<file path="src/rtl/sdram_arbiter.sv">
// Two-port single-word arbiter in front of the SDRAM controller command path.
// Round-robin on ties, grants held off until init, reads bounded by a timeout.
module sdram_arbiter #(
    parameter int ADDR_W  = 24,
    parameter int DATA_W  = 8,
    parameter int TIMEOUT = 255
) (
    input  logic              clk,
    input  logic              reset,
    input  logic              i_init_done,
    input  logic              i_req0,
    input  logic              i_we0,
    input  logic [ADDR_W-1:0] i_addr0,
    input  logic [DATA_W-1:0] i_wdata0,
    input  logic              i_req1,
    input  logic              i_we1,
    input  logic [ADDR_W-1:0] i_addr1,
    input  logic [DATA_W-1:0] i_wdata1,
    output logic              o_ack0,
    output logic [DATA_W-1:0] o_rdata0,
    output logic              o_err0,
    output logic              o_ack1,
    output logic [DATA_W-1:0] o_rdata1,
    output logic              o_err1,
    output logic              o_cmd_valid,
    input  logic              i_cmd_ready,
    output logic              o_cmd_we,
    output logic [ADDR_W-1:0] o_cmd_addr,
    output logic [DATA_W-1:0] o_cmd_wdata,
    input  logic              i_rd_valid,
    input  logic [DATA_W-1:0] i_rd_data,
    output logic              o_busy
);

    localparam int CNT_W = $clog2(TIMEOUT + 1);

    typedef enum logic [1:0] {
        IDLE,
        ISSUE,
        WAIT_RD,
        DONE
    } state_t;

    state_t           state;
    logic             owner;
    logic             last;
    logic [CNT_W-1:0] cnt;
    logic             pick;
    logic             grant;
    logic             tmo;

    // On a tie the port that was not served last wins.
    always_comb begin
        pick = i_req1;
        if (i_req0 && i_req1) begin
            pick = ~last;
        end
    end

    assign grant  = i_init_done && (i_req0 || i_req1);
    assign tmo    = (cnt == CNT_W'(TIMEOUT - 1));
    assign o_busy = (state != IDLE);

    always_ff @(posedge clk) begin
        if (reset) begin
            state       <= IDLE;
            owner       <= 1'b0;
            last        <= 1'b1;
            cnt         <= '0;
            o_ack0      <= 1'b0;
            o_ack1      <= 1'b0;
            o_err0      <= 1'b0;
            o_err1      <= 1'b0;
            o_rdata0    <= '0;
            o_rdata1    <= '0;
            o_cmd_valid <= 1'b0;
            o_cmd_we    <= 1'b0;
            o_cmd_addr  <= '0;
            o_cmd_wdata <= '0;
        end else begin
            o_ack0 <= 1'b0;
            o_ack1 <= 1'b0;
            o_err0 <= 1'b0;
            o_err1 <= 1'b0;
            unique case (state)
                IDLE: begin
                    if (grant) begin
                        owner       <= pick;
                        last        <= pick;
                        o_cmd_valid <= 1'b1;
                        o_cmd_we    <= pick ? i_we1 : i_we0;
                        o_cmd_addr  <= pick ? i_addr1 : i_addr0;
                        o_cmd_wdata <= pick ? i_wdata1 : i_wdata0;
                        state       <= ISSUE;
                    end
                end
                ISSUE: begin
                    if (i_cmd_ready) begin
                        o_cmd_valid <= 1'b0;
                        if (o_cmd_we) begin
                            o_ack0 <= ~owner;
                            o_ack1 <= owner;
                            state  <= DONE;
                        end else begin
                            cnt   <= '0;
                            state <= WAIT_RD;
                        end
                    end
                end
                WAIT_RD: begin
                    if (i_rd_valid) begin
                        if (owner) o_rdata1 <= i_rd_data;
                        else       o_rdata0 <= i_rd_data;
                        o_ack0 <= ~owner;
                        o_ack1 <= owner;
                        state  <= DONE;
                    end else if (tmo) begin
                        if (owner) o_rdata1 <= '1;
                        else       o_rdata0 <= '1;
                        o_ack0 <= ~owner;
                        o_ack1 <= owner;
                        o_err0 <= ~owner;
                        o_err1 <= owner;
                        state  <= DONE;
                    end else begin
                        cnt <= cnt + 1'b1;
                    end
                end
                DONE: begin
                    state <= IDLE;
                end
                default: state <= IDLE;
            endcase
        end
    end

endmodule

</file>
<file path="config.mk">
export PLATFORM = sky130hd
export DESIGN_NAME = sdram_arbiter
export DESIGN_NICKNAME = d
export VERILOG_FILES = /design/src/rtl/sdram_arbiter.sv
export SDC_FILE = /design/constraint.sdc
export NUM_CORES = 1
export LEC_CHECK = 0
export ABC_AREA = 1
export CAP_MARGIN = 20
export CORE_MARGIN = 3
export CORE_UTILIZATION = 50
export DETAILED_ROUTE_END_ITERATION = 8
export DONT_BUFFER_PORTS = 1
export SYNTH_ARGS = -nofsm -noshare
export SYNTH_HDL_FRONTEND = slang
export SYNTH_SLANG_ARGS = --single-unit
</file>
<file path="constraint.sdc">
create_clock -name clk -period 1.8 [get_ports clk]
set_input_delay 0.18 -clock clk [delete_from_list [all_inputs] [get_ports clk]]
set_output_delay 0.18 -clock clk [all_outputs]
set_load 0.1 [all_outputs]
</file>
After elaboration in Yosys (flattened, before gate mapping)
Index checks and enable logic that the tools add are counted.

Memory bits (writable): 0. Input bits: 81. Bits in latches: 0. Logic and storage cells: 79. ROM bits: 0. Bits in registers: 66. Memories: 0.

Muxes and demuxes: 36. Multiply operators: 0. Divide/modulo/power cells: 0. $lt $le $gt $ge: 0. $add $sub $neg: 1. Eq/ne operators: 10. Shift-type cells: 0. Reduce and logical (&&, ||, !) cells: 15. Bitwise gates (word level): 3.

Operators with widths (number): $mux 8 (13); $mux 24 (1); $pmux 8 s2 (1); $mux 1 (13); $reduce_and 3->1 (4); $ne 2x2->1 const B (5); $add 8x1->8 const B (1); $eq 8x8->1 const B (1); $mux 2 (4); $pmux 2 s4 (1); $reduce_bool 2->1 (4); $pmux 1 s2 (3); $reduce_and 5->1 (1); $eq 2x2->1 const B (2); $ne 3x3->1 const B (1); $not 1->1 (3); $reduce_or 3->1 (1); $eq 2x1->1 const B (1); $logic_and 1x1->1 (2); $logic_not 2->1 (1); $reduce_and 2->1 (1); $logic_or 1x1->1 (1).

Longest topological paths before layout
Depth after elaboration: 4. Mapped depth: 11.

Worst setup path after synthesis
Ideal clock, no wire load.

Kind: reg2reg. Start point: register state[0]. End point: register owner. Path buffers: 1. Cell stages (with the launch flop): 9. Slack: -0.153 ns. Data arrival time: 1.883 ns. Setup time: 0.070 ns. Cell sequence: dfxtp_1 > inv_1 > ha_1 > inv_1 > nor2_4 > inv_2 > buf_2 > nand2_1 > a21oi_1.

Word-level cells in the longest chain between the ends: 2.

Ends and longest elaborated chain: start: declaration (RTL line 44) `state_t state;`; start signal: assignment (RTL line 66) `state <= IDLE;`; start signal: assignment (RTL line 94) `state <= ISSUE;`; start signal: assignment (RTL line 103) `state <= DONE;`; $logic_not 2->1 (RTL line 85) `unique case (state)`; $reduce_and 2->1 (no line); end signal: assignment (RTL line 88) `owner <= pick;`; end: declaration (RTL line 45) `logic owner;`.

No other way between the ends. A chain may end at the register's enable or synchronous reset.

Final worst setup path
Start point: register state[1]. End point: register cnt[7].

Word-level cells in the longest chain between the ends: 3. Elaborated cells between the ends (all ways): 9. Classes of those cells: eq/ne (6); mux (1); reduce/logical (2).

Ends and longest elaborated chain: $eq 2x2->1 / $eq 2x1->1 (equally long branches) (RTL line 85); $ne 2x2->1 (no line) / $reduce_bool 2->1 (equally long branches); $reduce_and 5->1 (no line); end signal: assignment (RTL line 126) `cnt <= cnt + 1'b1;`; end: declaration (RTL line 47) `logic [CNT_W-1:0] cnt;`.

Several ways; a longest one is shown, not always the timed one.

==> impl_metrics.json <==
{
  "final-instance-count-excl-fill": 587,
  "dieWidth_um": 83.7,
  "outcome": "complete, no violations",
  "ys_top_cells_by_area": "dfxtp_1, a21oi_1, nand2_1",
  "clkSlewWorstSetupHoldPaths_ns": 0.08,
  "core_um2": 5680,
  "critPathLaunchType": "flip-flop",
  "cp.required_ns": 2.03,
  "ys_async_sr_fraction": 0,
  "synthCells": 425,
  "dr.first_iter.drc_count": 134,
  "synthAdderAreaFrac": 0.0207,
  "grt_pass1_vias": 3062,
  "die_h_um": 83.7,
  "hold_buffers": 35,
  "fill_cells": 459,
  "antennaDiodeCount": 0,
  "synth_edf_count": 0,
  "multiInputGateArea_um2": 1440,
  "crit_start": "state[1]",
  "cts-buffers-inserted": 9,
  "wirelength_um": 8580,
  "final.setup_skew_ns": 0.0146,
  "ir_drop_uv": 1040,
  "yosys_warnings": 0,
  "rsz0062_at_grt": "no",
  "die_area_um2": 7000,
  "min_period_over_period": 0.880,
  "rows": 27,
  "power.total_mw": 6.65,
  "grt_overflow": 0,
  "cts_tree": "built",
  "yosysMostFrequentCell": "a21oi_1",
  "drc": 0,
  "ant_nets": 0,
  "relSlewSlack": 0.741,
  "critical_path_arrival_ns": 1.81,
  "dpl.cell_count": 536,
  "min_path_type": "primary input to flip-flop",
  "gp_congestion": 0.826,
  "seqCellArea_um2": 1320,
  "fin_tns_setup_ns": 0,
  "timing.rr.start": "state[1]",
  "end_kind": "flip-flop",
  "ctsHtreeMaxLevel": 3,
  "slowest_stage": "nor3_4",
  "grt_use_total": 0.247,
  "synth_top_family_by_area": "simple AND/OR/NAND/NOR gates",
  "yosys_register_bits": 66,
  "tightestPinTransition_ns": 0.388,
  "synthSimpleGateAreaFrac": 0.234,
  "first_pass_iters": 5,
  "routed_via_density": 5.42,
  "cp_cell_sequence": "inv_2, ha_1, nand2_1, inv_1, nor3_4, nand2_4, a21oi_1, nor2_1",
  "yosys-top-cells-count": "a21oi_1, nand2_1, dfxtp_1",
  "grt_max_degree": 36,
  "ctsResizeCount": 0,
  "avgSynthCellArea_um2": 7.10,
  "worstHoldStart": "i_wdata0[7]",
  "post_cts_buffers": 0,
  "netlist_area_um2": 3020,
  "clock_sinks": 66,
  "finalNetCount": 596,
  "hold_viol": 0,
  "grt_pass1_wl_um": 14200,
  "synth.mux.area_fraction": 0,
  "io_buffers": 0,
  "pin_count": 136,
  "ys_seq_area_frac": 0.438,
  "antenna_found_initial": 0,
  "syn2layout_area_growth_pct": 34.6,
  "drive_gt1_frac": 0.188,
  "drv_slew": 0,
  "wl_per_cell_um": 14.6,
  "cap_violations": 0,
  "clkLatencyLatePin_ns": 0.34,
  "clock_path_buffers": 2,
  "hold_ws_ns": 0.0167,
  "synth_top_area_share": 0.438,
  "setup_viol": 0,
  "synth_xor_area_frac": 0,
  "p_per_area_nw_per_um2": 1640,
  "synthFlopType": "dfxtp_1",
  "final_util": 0.715,
  "synth_area_leader_cell": "dfxtp_1",
  "cts_root_buffer": "clkbuf_8",
  "cp_max_fo": 8,
  "p_leak_nw": 1.74,
  "netlist-cell-type-count": 24,
  "cp_slowest_stage_delay_ns": 0.37,
  "synth_nets": 511,
  "place_hpwl_um": 5620,
  "start_util": 0.531,
  "fmax_mhz": 632,
  "num_vias": 3182,
  "synth-compound-area-share": 0.217,
  "critical_path_class": "flip-flop to flip-flop",
  "fin_crit_ns": 1.58
}
area by class of cell:
| class | instances | area share |
|---|---|---|
| Multi-Input combinational cell | 291 | 0.355 |
| Clock inverter | 4 | 0.0123 |
| Sequential cell | 66 | 0.326 |
| Tap cell | 72 | 0.0222 |
| Inverter | 43 | 0.0413 |
| Timing Repair Buffer | 99 | 0.205 |
| Clock buffer | 12 | 0.0382 |
worst paths after layout:
check / end / slack [ns] / cells after the start
worst min register to register: o_rdata0[1] / 0.45 / 2
worst min-delay path: o_cmd_wdata[7] / 0.02 / 2
worst max register to register: cnt[7] / 0.22 / 8
worst max-delay path: cnt[7] / 0.22 / 8
logic make-up (layout without fill, tap and decap cells):
| logic type | Yosys count | after routing |
|---|---|---|
| compound gates | 130 | 130 |
| flops | 66 | 66 |
| fa+ha+maj | 5 | 5 |
| buf+inv | 68 | 158 |
| simple gates | 156 | 156 |
worst max-delay path: cells and delay by family, from the launching register on:
| family | cells | cell delay, ns |
|---|---|---|
| AOI/OAI and AO/OA | 1 | 0.13 |
| buffers and inverters | 2 | 0.14 |
| and+or+nand+nor | 4 | 0.64 |
| adders and majority gates | 1 | 0.22 |
| DFF | 1 | 0.36 |
per-layer routing:
metal / vias to the layer above / GRT usage / routed length, um
met5: - / 0 / 0
met4: 0 / 0.133 / 227
met3: 24 / 0.0790 / 740
met2: 145 / 0.398 / 4210
met1: 1436 / 0.289 / 3400
li1: 1577 / - / -
state kept, by name (all words and copies together), names as in the netlist:
signal,cells
o_cmd_wdata,8
o_ack1,1
state,2
o_err0,1
o_cmd_addr,24
cnt,8
o_rdata0,8
o_cmd_we,1
o_ack0,1
owner,1
last,1
o_rdata1,8
o_err1,1
o_cmd_valid,1
metrics by stage:
stage,area (um^2),setup WS (ns)
after floorplan,3070,-0.0271
after global placement,3500,0.274
after detailed placement,3500,0.222
after CTS,4060,0.204
after global routing,4060,0.0464
final,4060,0.217
cells in the final DEF (no fill, tap or decap), types with 2 or more instances in the layout:
master	n
nand2_1	90
a21oi_1	89
dfxtp_1	64
buf_4	64
inv_1	37
o21ai_0	37
dlygate4sd3_1	35
nor2_1	22
nand4_1	17
nand3_1	16
clkbuf_8	11
ha_1	4
inv_2	3
clkinvlp_4	3
nand2_4	3
a21oi_2	2
nor3_1	2
dfxtp_2	2
power by group:
group          internal (mW)  total (mW)  switching (mW)
logic                  0.791        3.48            2.69
clock network          0.714        1.28           0.563
registers               1.74        1.89           0.150
(Power assumes the default switching activity.)
